## src/rtl/vend_pkg.sv

```systemverilog
// Shared state encoding, coin codes and coin valuation for the vending controller.
package vend_pkg;

  typedef enum logic [1:0] {
    ST_INIT   = 2'b00,
    ST_WAIT   = 2'b01,
    ST_VEND   = 2'b10,
    ST_CHANGE = 2'b11
  } state_e;

  localparam logic [1:0] COIN_NONE = 2'b00;
  localparam logic [1:0] COIN_1    = 2'b01;
  localparam logic [1:0] COIN_2    = 2'b10;
  localparam logic [1:0] COIN_3    = 2'b11;

  function automatic int unsigned coin_value(input logic [1:0]  code,
                                             input int unsigned v1,
                                             input int unsigned v2,
                                             input int unsigned v3);
    case (code)
      COIN_1:  return v1;
      COIN_2:  return v2;
      COIN_3:  return v3;
      default: return 0;
    endcase
  endfunction

endpackage

```

## src/rtl/vend_timeout.sv

```systemverilog
// Idle counter: pulses expire on the TIMEOUT-th consecutive run cycle, then restarts.
module vend_timeout
  import vend_pkg::*;
#(
  parameter int unsigned TIMEOUT = 1000
) (
  input  logic clk,
  input  logic rst_n,
  input  logic clr,
  input  logic run,
  output logic expire
);

  localparam int unsigned    CNT_W = (TIMEOUT > 1) ? $clog2(TIMEOUT) : 1;
  localparam logic [CNT_W-1:0] LAST = CNT_W'(TIMEOUT - 1);

  logic [CNT_W-1:0] cnt_q;

  assign expire = run && !clr && (cnt_q == LAST);

  always_ff @(posedge clk or negedge rst_n) begin
    if (!rst_n) begin
      cnt_q <= '0;
    end else if (clr || expire) begin
      cnt_q <= '0;
    end else if (run) begin
      cnt_q <= cnt_q + CNT_W'(1);
    end
  end

endmodule

```

## src/rtl/vend_ctrl_p.sv

```systemverilog
// Vending controller: coin crediting, product release, refund/timeout and change return.
module vend_ctrl_p
  import vend_pkg::*;
#(
  parameter int unsigned CREDIT_W   = 8,
  parameter int unsigned COIN1      = 10,
  parameter int unsigned COIN2      = 20,
  parameter int unsigned COIN3      = 50,
  parameter int unsigned PRICE      = 80,
  parameter int unsigned MAX_CREDIT = 150,
  parameter int unsigned TIMEOUT    = 1000
) (
  input  logic                clk,
  input  logic                rst_n,
  input  logic                coin_valid,
  input  logic [1:0]          coin_sel,
  input  logic                cancel,
  output logic                coin_accept,
  output logic                coin_reject,
  output logic                vend,
  output logic                chg_valid,
  output logic [1:0]          chg_sel,
  input  logic                chg_ready,
  output logic [CREDIT_W-1:0] credit,
  output logic                busy
);

  if (COIN1 == 0 || (COIN2 % COIN1) != 0 || (COIN3 % COIN1) != 0 ||
      (PRICE % COIN1) != 0 || (MAX_CREDIT % COIN1) != 0) begin : g_bad_multiple
    $error("vend_ctrl_p: COIN2, COIN3, PRICE and MAX_CREDIT must be multiples of COIN1");
  end
  if (!(COIN1 < COIN2 && COIN2 < COIN3)) begin : g_bad_order
    $error("vend_ctrl_p: coin values must satisfy COIN1 < COIN2 < COIN3");
  end
  if ((MAX_CREDIT >> CREDIT_W) != 0) begin : g_bad_ceiling
    $error("vend_ctrl_p: MAX_CREDIT does not fit in CREDIT_W bits");
  end

  typedef logic [CREDIT_W:0] sum_t;

  localparam logic [CREDIT_W-1:0] PRICE_C = CREDIT_W'(PRICE);
  localparam sum_t                MAX_C   = sum_t'(MAX_CREDIT);

  state_e              state_q, state_d;
  logic [CREDIT_W-1:0] credit_q, credit_d;
  logic                accept_q, accept_d;
  logic                reject_q, reject_d;
  logic                vend_q, vend_d;
  logic                chg_valid_q, chg_valid_d;
  logic [1:0]          chg_sel_q, chg_sel_d;

  sum_t                coin_sum;
  logic                coin_ok, accept_now;
  logic [CREDIT_W-1:0] vend_left, chg_left;
  logic                tmr_clr, tmr_run, tmr_expire;

  // Largest coin not exceeding the amount; amounts are always multiples of COIN1.
  function automatic logic [1:0] pick_coin(input logic [CREDIT_W-1:0] amt);
    if ({1'b0, amt} >= sum_t'(COIN3)) return COIN_3;
    if ({1'b0, amt} >= sum_t'(COIN2)) return COIN_2;
    if ({1'b0, amt} >= sum_t'(COIN1)) return COIN_1;
    return COIN_NONE;
  endfunction

  assign coin_sum  = {1'b0, credit_q} + sum_t'(coin_value(coin_sel, COIN1, COIN2, COIN3));
  assign coin_ok   = (coin_sel != COIN_NONE) && (coin_sum <= MAX_C);
  assign vend_left = credit_q - PRICE_C;
  assign chg_left  = credit_q - CREDIT_W'(coin_value(chg_sel_q, COIN1, COIN2, COIN3));

  // A coin is credited only when no higher-priority WAIT event claims the cycle.
  assign accept_now = (state_q == ST_WAIT) && (credit_q < PRICE_C) &&
                      !(cancel && credit_q != '0) && coin_valid && coin_ok;
  assign tmr_clr    = accept_now || (credit_q == '0);
  assign tmr_run    = (state_q == ST_WAIT) && (credit_q != '0) && !accept_now;

  if (TIMEOUT == 0) begin : g_no_timeout
    assign tmr_expire = 1'b0;
  end else begin : g_timeout
    vend_timeout #(.TIMEOUT(TIMEOUT)) u_timeout (
      .clk    (clk),
      .rst_n  (rst_n),
      .clr    (tmr_clr),
      .run    (tmr_run),
      .expire (tmr_expire)
    );
  end

  always_comb begin
    // NOTE: every signal gets a default before the case so no path leaves one unassigned (no latches).
    state_d     = state_q;
    credit_d    = credit_q;
    accept_d    = 1'b0;
    reject_d    = coin_valid;
    vend_d      = 1'b0;
    chg_valid_d = 1'b0;
    chg_sel_d   = COIN_NONE;

    case (state_q)
      ST_INIT: begin
        credit_d = '0;
        state_d  = ST_WAIT;
      end
      ST_WAIT: begin
        if (credit_q >= PRICE_C) begin
          state_d = ST_VEND;
          vend_d  = 1'b1;
        end else if (cancel && credit_q != '0) begin
          state_d     = ST_CHANGE;
          chg_valid_d = 1'b1;
          chg_sel_d   = pick_coin(credit_q);
        end else if (accept_now) begin
          credit_d = coin_sum[CREDIT_W-1:0];
          accept_d = 1'b1;
          reject_d = 1'b0;
        end else if (tmr_expire) begin
          state_d     = ST_CHANGE;
          chg_valid_d = 1'b1;
          chg_sel_d   = pick_coin(credit_q);
        end
      end
      ST_VEND: begin
        credit_d = vend_left;
        if (vend_left != '0) begin
          state_d     = ST_CHANGE;
          chg_valid_d = 1'b1;
          chg_sel_d   = pick_coin(vend_left);
        end else begin
          state_d = ST_WAIT;
        end
      end
      ST_CHANGE: begin
        chg_valid_d = 1'b1;
        chg_sel_d   = chg_sel_q;
        if (chg_ready) begin
          credit_d = chg_left;
          if (chg_left == '0) begin
            state_d     = ST_WAIT;
            chg_valid_d = 1'b0;
            chg_sel_d   = COIN_NONE;
          end else begin
            chg_sel_d = pick_coin(chg_left);
          end
        end
      end
      default: begin
        state_d  = ST_INIT;
        credit_d = '0;
      end
    endcase
  end

  always_ff @(posedge clk or negedge rst_n) begin
    if (!rst_n) begin
      state_q     <= ST_INIT;
      credit_q    <= '0;
      accept_q    <= 1'b0;
      reject_q    <= 1'b0;
      vend_q      <= 1'b0;
      chg_valid_q <= 1'b0;
      chg_sel_q   <= COIN_NONE;
    end else begin
      // NOTE: non-blocking assignments so every register samples pre-edge values.
      state_q     <= state_d;
      credit_q    <= credit_d;
      accept_q    <= accept_d;
      reject_q    <= reject_d;
      vend_q      <= vend_d;
      chg_valid_q <= chg_valid_d;
      chg_sel_q   <= chg_sel_d;
    end
  end

  assign coin_accept = accept_q;
  assign coin_reject = reject_q;
  assign vend        = vend_q;
  assign chg_valid   = chg_valid_q;
  assign chg_sel     = chg_sel_q;
  assign credit      = credit_q;
  assign busy        = (state_q != ST_WAIT);

endmodule

```

## config.mk

```make
export PLATFORM = sky130hd
export DESIGN_NAME = vend_ctrl_p
export DESIGN_NICKNAME = d
export VERILOG_FILES = /design/src/rtl/vend_pkg.sv /design/src/rtl/vend_timeout.sv /design/src/rtl/vend_ctrl_p.sv
export SDC_FILE = /design/constraint.sdc
export NUM_CORES = 1
export LEC_CHECK = 0
export ABC_AREA = 1
export CORE_MARGIN = 4
export CORE_UTILIZATION = 40
export DETAILED_ROUTE_END_ITERATION = 7
export GPL_TIMING_DRIVEN = 0
export PLACE_DENSITY = 0.65
export SETUP_SLACK_MARGIN = 0.4
export SLEW_MARGIN = 10
export SYNTH_ARGS = -nofsm -noshare
export SYNTH_HDL_FRONTEND = slang
export SYNTH_HIERARCHICAL = 1
export SYNTH_SLANG_ARGS = --single-unit
```

## constraint.sdc

```tcl
create_clock -name clk -period 2.9 [get_ports clk]
set_input_delay 0.435 -clock clk [delete_from_list [all_inputs] [get_ports clk]]
set_output_delay 0.435 -clock clk [all_outputs]
set_load 0.1 [all_outputs]
```

==> out/metrics.cfg <==
[global_route]
grt_use_met2_pct=30.14
first_global_vias=2433
maximum_number_of_pins_on_one_net_before_global_route_repair=26
grt_first_pass_wirelength_um=11190
busiest_layer=met2
antenna_found_initial=0
grtUsageTotal_pct=18.23
gr-usage-met3_pct=3.198
grt-ovfl-total=0
gr-usage-met1_pct=24.57

[route]
route.vias.total=2575
drt-total-wl_um=6650
post_drt_wl_per_cell_um=13.33
detail_route.iter0.violations=203
antenna_violating_nets_post_route=0
final_routed_drc_violation_total=0
drt-vias-per-instance=5.160
drt_pre_antenna_iters=5

[synth]
postSynthCellCount=379
synth.net_count=409
yosys_warnings=6
netlist_cell_types=41
syn_area_um2=2534
synth_area_per_cell_um2=6.685
postSynth.topFlopCell=sky130_fd_sc_hd__dfrtp_1
synth_seq_area_share_pct=24.69
count_of_state_elements_after_synthesis=25
synth_edf_count=0
postSynth.asyncResetShare_pct=100.0

[cts]
cts_hold_buffers=0
max-clock-path-buffers=2
worst_setup_hold_path_clk_slew_ps=90
cts_tree=done
numCtsBuffers=3
cts.root.buffer_cell=sky130_fd_sc_hd__clkbuf_8
level_count_of_the_clock_h_tree=1
clkSinkCount=25
clk_latency_ps=270

[cells_and_area]
drive_above_1_share_pct=21.93
areaGrowthSynthToFinish_pct=25.48
antenna_diode_instance_count=0
final.fill_count=607
layoutNonFillerInstCount=499
finish.net_count=455

[worst_setup_path]
crit_family=simple AND/OR/NAND/NOR gates
critPathMaxFanout=3
timing.critical_path.to_type=flip-flop
path_class=reg -> reg
cp.arrival_ps=2930
critical_path_required_ps=3100
cp_slowest_stage_delay_ps=450
crit_path_frequent_cell=sky130_fd_sc_hd__nand2_2
timing.critical_path.from_type=flip-flop
critical_path_cell_with_the_highest_stage_delay=sky130_fd_sc_hd__dfrtp_4
timing.critical_path.buf_inv=2
critical_path_cell_sequence=ha_4, inv_2, fa_2, nand3b_1, nand2_2, nand2_2, nand2_2, xor2_2, nand2_2, nand2_4, nand2_4, nor2_4, nand2_2, nor2_4, nand3_4, inv_2, or2_4, nand2_4, o21ai_2, nor2_1, nor2_1

[timing]
fin_worst_skew_ps=6.066
maxSlewHeadroom_pct=35.00
finalHoldViolCount=0
max_clock_freq_ghz=0.3657
rsz0062_at_grt=true
worstMarginPinSlew_ps=971.9
fin_crit_sh_pct=94.30
setup_viol=0
post-route-min-period_ps=2735
slew_violations=0

[floorplanning]
core.rowCount=28
initial_core_util_pct=42.05
die_x_um=87.59
die_area_um2=7671
core_um2=6026
boundaryPins=22
die-height_um=87.59

[placed_design]
dp.cells=474
dpl.hpwl_um=4932
finalWeightedCongestion=0.9457
port_buf_inserts=20

[run]
cap_violations=0

[status]
status=finished, final reports clean

[hold_path]
holdCritPathClass=in -> async

## worst reg2reg max path, delay by kind of cell, from the launching register on
kind	cells	cell delay (ps)
xor+xnor	1	170
compound gates	1	110
flops	1	450
buf+inv	2	80
simple gates	15	1360
fa+ha+maj	2	480
## sequential cells by signal (all words and copies together) (netlist names)
register,count
g_timeout.u_timeout/cnt_q,10
credit,7
chg_sel,2
state_q,2
chg_valid,1
coin_accept,1
coin_reject,1
vend,1
## synth_stat cells, types with 4 or more instances
cell	count	area share, %
sky130_fd_sc_hd__o21ai_1	9	1.8
sky130_fd_sc_hd__nand4_1	11	2.7
sky130_fd_sc_hd__ha_1	21	10
sky130_fd_sc_hd__inv_1	56	8.3
sky130_fd_sc_hd__o21ai_0	8	1.6
sky130_fd_sc_hd__nand2_1	114	17
sky130_fd_sc_hd__nand3_1	27	5.3
sky130_fd_sc_hd__a21oi_1	8	1.6
sky130_fd_sc_hd__nor2_1	31	4.6
sky130_fd_sc_hd__nand2_2	7	1.7
sky130_fd_sc_hd__dfrtp_1	25	25
sky130_fd_sc_hd__inv_2	4	0.59
sky130_fd_sc_hd__xor2_1	4	1.4
sky130_fd_sc_hd__nor2_2	9	2.2
## metal layers
metal | up-vias | wire length, µm | share of wire [%]
met5 | - | 0 | 0
met4 | 0 | 143 | 2.2
met3 | 15 | 400 | 6.0
met2 | 80 | 3090 | 46
met1 | 1173 | 3016 | 45
li1 | 1307 | - | -
## layout make-up
cell class / instances / area, µm² / share of cell area [%]
Buffer: 6 / 46.29 / 1.456
Clock buffer: 3 / 41.29 / 1.299
Clock inverter: 1 / 5.005 / 0.1574
Inverter: 60 / 230.2 / 7.241
Multi-Input combinational cell: 288 / 1772 / 55.73
Sequential cell: 25 / 636.9 / 20.03
Tap cell: 75 / 93.84 / 2.952
Timing Repair Buffer: 41 / 354.1 / 11.14
## repair_timing
| item | 4_1_cts | 5_1_grt |
|---|---|---|
| gates cloned | 0 | 0 |
| gates resized for setup | 26 | 9 |
| pin swaps | 14 | 20 |
| endpoints found under the setup margin | 24 | 18 |
| setup buffers | 19 | 2 |
## worst paths after layout
path                             from         end  slack [ps]  depth (start not counted)
min in group clk           state_q[1]  state_q[1]         550                          2
max in group asynchronous       rst_n   credit[1]        2300                          1
max                         credit[1]   chg_valid         170                         21
max reg2reg                 credit[1]   chg_valid         170                         21
min                             rst_n   credit[6]         150                          1
min reg2reg                state_q[1]  state_q[1]         550                          2
## layout by cell type (no fill, tap or decap), types with 6 or more instances in the layout
| master | count |
|---|---|
| sky130_fd_sc_hd__nor2_2 | 9 |
| sky130_fd_sc_hd__nor2_1 | 29 |
| sky130_fd_sc_hd__clkdlybuf4s50_1 | 15 |
| sky130_fd_sc_hd__buf_4 | 21 |
| sky130_fd_sc_hd__nand2_2 | 11 |
| sky130_fd_sc_hd__nand3_1 | 24 |
| sky130_fd_sc_hd__nand2_1 | 107 |
| sky130_fd_sc_hd__ha_1 | 20 |
| sky130_fd_sc_hd__dfrtp_1 | 20 |
| sky130_fd_sc_hd__o21ai_0 | 8 |
| sky130_fd_sc_hd__nand4_1 | 11 |
| sky130_fd_sc_hd__inv_2 | 6 |
| sky130_fd_sc_hd__a21oi_1 | 7 |
| sky130_fd_sc_hd__o21ai_1 | 8 |
| sky130_fd_sc_hd__inv_1 | 53 |
## cells by family after synthesis
kind of cell    synth area share (%)
flops                          24.69
other cells                   0.1480
compound gates                 9.926
simple gates                   40.15
xor+xnor                       2.420
buf+inv                        10.72
fa+ha+maj                      11.95
## through the flow
step / util, % / hold slack (ps) / instance area, µm² / setup WS [ps] / setup TNS, ps
after CTS: 51.87 / 556.4 / 3126 / 129.4 / 0
after global placement: 47.76 / 518.6 / 2878 / -797.1 / -8652
final: 52.76 / 154.5 / 3179 / 165.2 / 0
after detailed placement: 47.76 / 536.1 / 2878 / -770.4 / -8476
after floorplan: - / 139.4 / 2584 / -53.95 / -132.4
after global routing: 52.76 / 190.9 / 3179 / 3.812 / 0
Power is left out: the tool's default activity adds up to more than one toggle a clock period on the data nets, which glitch-free logic cannot reach.
